===== src/rtl/cmp_arbiter.sv =====
// cmp_arbiter: two requesters share a single WIDTH-bit inequality comparator.
// A round-robin arbiter grants at most one requester per cycle. Each requester
// has its own one-deep response slot, so a stall on one side never blocks the
// other side.
//
// Ports
//   clock, resetn             : single clock, async active-low reset
//   reqN_valid/ready          : request handshake for requester N (ready = grant)
//   reqN_a, reqN_b, reqN_op   : operands; op=1 tests equality, op=0 tests inequality
//   rspN_valid/ready/result   : held response for requester N
//   mismatch_cnt              : saturating count of granted requests with a != b
//   last_grant                : index of the most recently granted requester

// One-deep response holding register for a single requester.
module cmp_arbiter_slot (
    input  logic clock,
    input  logic resetn,
    input  logic grant,
    input  logic result_in,
    input  logic rsp_ready,
    output logic rsp_valid,
    output logic rsp_result
);
    always_ff @(posedge clock or negedge resetn) begin
        if (!resetn) begin
            rsp_valid  <= 1'b0;
            rsp_result <= 1'b0;
        end else if (grant) begin
            // A grant can coincide with the consume of the old result.
            // The new result replaces it with no bubble.
            rsp_valid  <= 1'b1;
            rsp_result <= result_in;
        end else if (rsp_ready) begin
            rsp_valid  <= 1'b0;
        end
    end
endmodule

module cmp_arbiter #(
    parameter int WIDTH = 32,
    parameter int CNT_W = 16
) (
    input  logic             clock,
    input  logic             resetn,
    input  logic             req0_valid,
    input  logic             req1_valid,
    output logic             req0_ready,
    output logic             req1_ready,
    input  logic [WIDTH-1:0] req0_a,
    input  logic [WIDTH-1:0] req0_b,
    input  logic [WIDTH-1:0] req1_a,
    input  logic [WIDTH-1:0] req1_b,
    input  logic             req0_op,
    input  logic             req1_op,
    output logic             rsp0_valid,
    output logic             rsp1_valid,
    output logic             rsp0_result,
    output logic             rsp1_result,
    input  logic             rsp0_ready,
    input  logic             rsp1_ready,
    output logic [CNT_W-1:0] mismatch_cnt,
    output logic             last_grant
);
    localparam int NUM_REQ = 2;
    localparam logic [CNT_W-1:0] CNT_MAX = '1;

    logic [NUM_REQ-1:0] req_valid, rsp_valid, rsp_ready, rsp_result;
    logic [NUM_REQ-1:0] eligible, grant;
    logic [WIDTH-1:0]   mux_a, mux_b;
    logic               mux_op, neq, cmp_result, any_grant;

    assign req_valid = {req1_valid, req0_valid};
    assign rsp_ready = {rsp1_ready, rsp0_ready};

    // A requester may be granted only if its slot is empty or drains this cycle.
    assign eligible = req_valid & (~rsp_valid | rsp_ready);

    // Round-robin between the two requesters. A requester wins when it is the
    // only eligible one, or when it was not the last one granted. Grants are
    // gated by resetn so that ready stays low while reset is held.
    assign grant[0] = resetn & eligible[0] & (~eligible[1] | last_grant);
    assign grant[1] = resetn & eligible[1] & (~eligible[0] | ~last_grant);
    assign any_grant = |grant;

    assign req0_ready = grant[0];
    assign req1_ready = grant[1];

    // The shared comparator. Its inputs are steered by the grant.
    assign mux_a      = grant[1] ? req1_a  : req0_a;
    assign mux_b      = grant[1] ? req1_b  : req0_b;
    assign mux_op     = grant[1] ? req1_op : req0_op;
    assign neq        = (mux_a != mux_b);
    assign cmp_result = neq ^ mux_op;

    for (genvar i = 0; i < NUM_REQ; i++) begin : g_slot
        cmp_arbiter_slot u_slot (
            .clock      (clock),
            .resetn     (resetn),
            .grant      (grant[i]),
            .result_in  (cmp_result),
            .rsp_ready  (rsp_ready[i]),
            .rsp_valid  (rsp_valid[i]),
            .rsp_result (rsp_result[i])
        );
    end

    assign rsp0_valid  = rsp_valid[0];
    assign rsp1_valid  = rsp_valid[1];
    assign rsp0_result = rsp_result[0];
    assign rsp1_result = rsp_result[1];

    // last_grant resets to 1 so the first contested cycle favours requester 0.
    always_ff @(posedge clock or negedge resetn) begin
        if (!resetn) begin
            last_grant <= 1'b1;
        end else if (any_grant) begin
            last_grant <= grant[1];
        end
    end

    // The counter counts operand inequality, regardless of op. It saturates.
    always_ff @(posedge clock or negedge resetn) begin
        if (!resetn) begin
            mismatch_cnt <= '0;
        end else if (any_grant && neq && (mismatch_cnt != CNT_MAX)) begin
            mismatch_cnt <= mismatch_cnt + 1'b1;
        end
    end
endmodule


===== config.mk =====
export PLATFORM = sky130hd
export DESIGN_NAME = cmp_arbiter
export DESIGN_NICKNAME = d
export VERILOG_FILES = /design/src/rtl/cmp_arbiter.sv
export SDC_FILE = /design/constraint.sdc
export NUM_CORES = 1
export LEC_CHECK = 0
export ABC_AREA = 1
export BUFFER_PORTS_ARGS = -buffer_cell sky130_fd_sc_hd__buf_4
export CORE_MARGIN = 2
export CORE_UTILIZATION = 29
export DETAILED_ROUTE_END_ITERATION = 10
export PLACE_DENSITY = 0.6
export RECOVER_POWER = 50
export SYNTH_ARGS = -nofsm -noshare
export SYNTH_HDL_FRONTEND = slang
export SYNTH_SLANG_ARGS = --single-unit

===== constraint.sdc =====
create_clock -name clock -period 3.85 [get_ports clock]
set_input_delay 0.77 -clock clock [delete_from_list [all_inputs] [get_ports clock]]
set_output_delay 0.77 -clock clock [all_outputs]
set_load 0.02 [all_outputs]

==> results.sh <==
export IMPL_status="finished clean"
export IMPL_grt_pass1_wl_microns=11960
export IMPL_yosys_area_share_simple=0.4593
export IMPL_num_fill_cells=861
export IMPL_fin_crit_ns=2.504
export IMPL_post_place_ws_ns=1.216
export IMPL_cts_tree="done"
export IMPL_rows=32
export IMPL_yosys_area_share_xor_xnor=0.1776
export IMPL_portBuffers=158
export IMPL_synthAdderAreaFrac=0.005285
export IMPL_finalSetupViolCount=0
export IMPL_start_util=0.3032
export IMPL_max_slew_margin_rel=0.5619
export IMPL_start_kind="primary input"
export IMPL_crit_buf_inv=4
export IMPL_syn2layout_area_growth_pct=54.86
export IMPL_synth_mux_area_frac=0
export IMPL_clock_sinks=21
export IMPL_synth_top_family_by_area="simple AND/OR/NAND/NOR gates"
export IMPL_post_cts_resized=0
export IMPL_num_vias=2804
export IMPL_antenna_left=0
export IMPL_maxSlewViolCount=0
export IMPL_fin_util=0.4696
export IMPL_synth_compound_area_frac=0.01057
export IMPL_design_final_nets=699
export IMPL_drc=0
export IMPL_rsz0062_at_grt="false"
export IMPL_cts_clk_slew_worst_paths_ns=0.08
export IMPL_slowest_stage="buf_4"
export IMPL_synthesis_area_sq_mm=0.002367
export IMPL_p_leak_nw=2.134
export IMPL_track_usage=0.1657
export IMPL_synth_largest_area_cell="nand2_1"
export IMPL_path_class="in -> out"
export IMPL_ys_seq_area_frac=0.2225
export IMPL_fmax_mhz=399.3
export IMPL_critPathMaxFanout=23
export IMPL_setup_ws_ns=1.346
export IMPL_clockBufferDepth=2
export IMPL_cpPeakStageDelay_ns=0.26
export IMPL_hold_viol_final=0
export IMPL_place_congestion=0.8954
export IMPL_ys_types=24
export IMPL_layout_common_cells="168 x nand2_1, 149 x buf_4, 71 x inv_1, 43 x nor2_1, 32 x xnor2_1"
export IMPL_grt_pass1_vias=2663
export IMPL_worstMarginPinSlew_ns=0.6556
export IMPL_power_density_mw_per_mm2=230.3
export IMPL_io_pins=159
export IMPL_arrival_ns=1.73
export IMPL_syn_nets=540
export IMPL_crit_chain="buf_4 > inv_1 > nor2_1 > o21ai_0 > inv_1 > buf_4"
export IMPL_clockRootBuffer="clkbuf_8"
export IMPL_cts_hold_buffers=0
export IMPL_fin_crit_sh=0.6504
export IMPL_numCtsBuffers=3
export IMPL_hold_path_class="in -> async"
export IMPL_cap_violations=0
export IMPL_drive_gt1_frac=0.2906
export IMPL_synthCells=403
export IMPL_insertion_delay_ns=0.26
export IMPL_fin_skew_ns=0.004822
export IMPL_grt_max_degree=24
export IMPL_synth_area_top_cells="nand2_1 26%, dfrtp_1 21%, xnor2_1 12%"
export IMPL_wl_microns=7324
export IMPL_core_sq_mm=0.007807
export IMPL_yosys_warnings=0
export IMPL_crit_family="buffers and inverters"
export IMPL_fp_dieH_microns=94.35
export IMPL_hpwl_microns=6316
export IMPL_grt_overflow=0
export IMPL_die_w_microns=94.35
export IMPL_synth_top_area_frac=0.2648
export IMPL_dr_pass1_iters=4
export IMPL_wl_per_cell_microns=11.05
export IMPL_antenna_found_initial=0
export IMPL_timing_hold_ws_ns=0.3821
export IMPL_layout_commonest_cell="nand2_1"
export IMPL_finalSetupTns_ns=0
export IMPL_max_vdd_ir_drop_mv=0.1607
export IMPL_cts_setup_buffers=0
export IMPL_via_per_inst=4.229
export IMPL_end_kind="output pin"
export IMPL_ys_ff_latch=21
export IMPL_cp_required_ns=3.08
export IMPL_synth_avg_cell_area_sq_um=5.874
export IMPL_finalPower_w=0.0008444
export IMPL_diodes=0
export IMPL_die_area_sq_mm=0.008902
export IMPL_htree_levels=1
export IMPL_drt_initial_drc_count=102
## final timing paths
check                      slack, ns                                    start                                      end  cells past startpoint
max in group asynchronous       3.19                                   resetn                   last_grant$_DFFE_PN1P_                      1
hold / removal                  0.38                                   resetn              mismatch_cnt[7]$_DFFE_PN0P_                      1
hold reg to reg                 0.50  g_slot[1].u_slot.rsp_result$_DFFE_PN0N_  g_slot[1].u_slot.rsp_result$_DFFE_PN0N_                      2
setup reg to reg                1.80              mismatch_cnt[0]$_DFFE_PN0P_             mismatch_cnt[13]$_DFFE_PN0P_                      9
min in group clock              0.50  g_slot[1].u_slot.rsp_result$_DFFE_PN0N_  g_slot[1].u_slot.rsp_result$_DFFE_PN0N_                      2
setup / recovery                1.35                                   resetn                               req0_ready                      6
## layer usage
layer	track usage	up-vias	wire [microns]
met2	0.3006	78	3673
met4	0.01812	0	72
met3	0.03512	6	462
li1	-	1520	-
met5	0	-	0
met1	0.2084	1200	3115
## where the power goes
part / internal, W / switching, W / total, W / leakage, nW
Sequential: 0.000257 / 0.0000421 / 0.000299 / 0.279
Clock: 0.0000721 / 0.0000708 / 0.000143 / 0.0255
Combinational: 0.000203 / 0.000200 / 0.000403 / 1.83
Total: 0.000531 / 0.000313 / 0.000844 / 2.13
## logic make-up (layout without fill, tap and decap cells)
logic type	after synthesis	after routing
DFF	21	21
and+or+nand+nor	253	253
adders and majority gates	1	1
buffers and inverters	75	233
AOI/OAI and AO/OA	5	5
xor gates and xnor gates	48	48
## worst register-to-register path, cell delays in order, from the launching register on
cell and delay [ns]:
dfrtp_1 0.42, ha_1 0.21, nand3_1 0.15, nor2_2 0.21
nand3_2 0.16, nor2_4 0.15, nand4_4 0.25, nand3_4 0.30
nand2_1 0.09, nand2_1 0.06
## final cells by class
| type | instances | area [sq um] | share of cell area |
|---|---|---|---|
| flip-flops and latches | 21 | 526.8 | 0.1437 |
| multi-input cells | 307 | 1543 | 0.4208 |
| clock inverters | 1 | 5.005 | 0.001365 |
| inverters | 71 | 266.5 | 0.07270 |
| repair buffers | 158 | 1156 | 0.3154 |
| well taps | 102 | 127.6 | 0.03481 |
| clock buffers | 3 | 41.29 | 0.01126 |
## through the flow
step                      instance area (sq um)  std cells
after floorplan                            2367        403
after global placement                     3652        659
after detailed placement                   3652        659
after CTS                                  3699        663
after global routing                       3666        663
final                                      3666        663
## flip-flops by register name, summed over array words and instances (netlist names)
register,cells
mismatch_cnt,16
g_slot.u_slot.rsp_valid,2
last_grant,1
g_slot.u_slot.rsp_result,2
## synth_stat cells
library cell and instances:
buf_2 2, buf_4 1, buf_6 1, dfrtp_1 20, dfstp_2 1, ha_1 1, inv_1 71, nand2_1 167
nand2_2 1, nand3_1 11, nand3_2 1, nand3_4 2, nand4_1 20, nand4_4 1, nor2_1 43, nor2_2 2
nor2_4 1, nor3_1 2, nor4_1 1, o21ai_0 4, o21ai_1 1, or2_2 1, xnor2_1 32, xor2_1 16
Power figures use the tool's default switching activity.
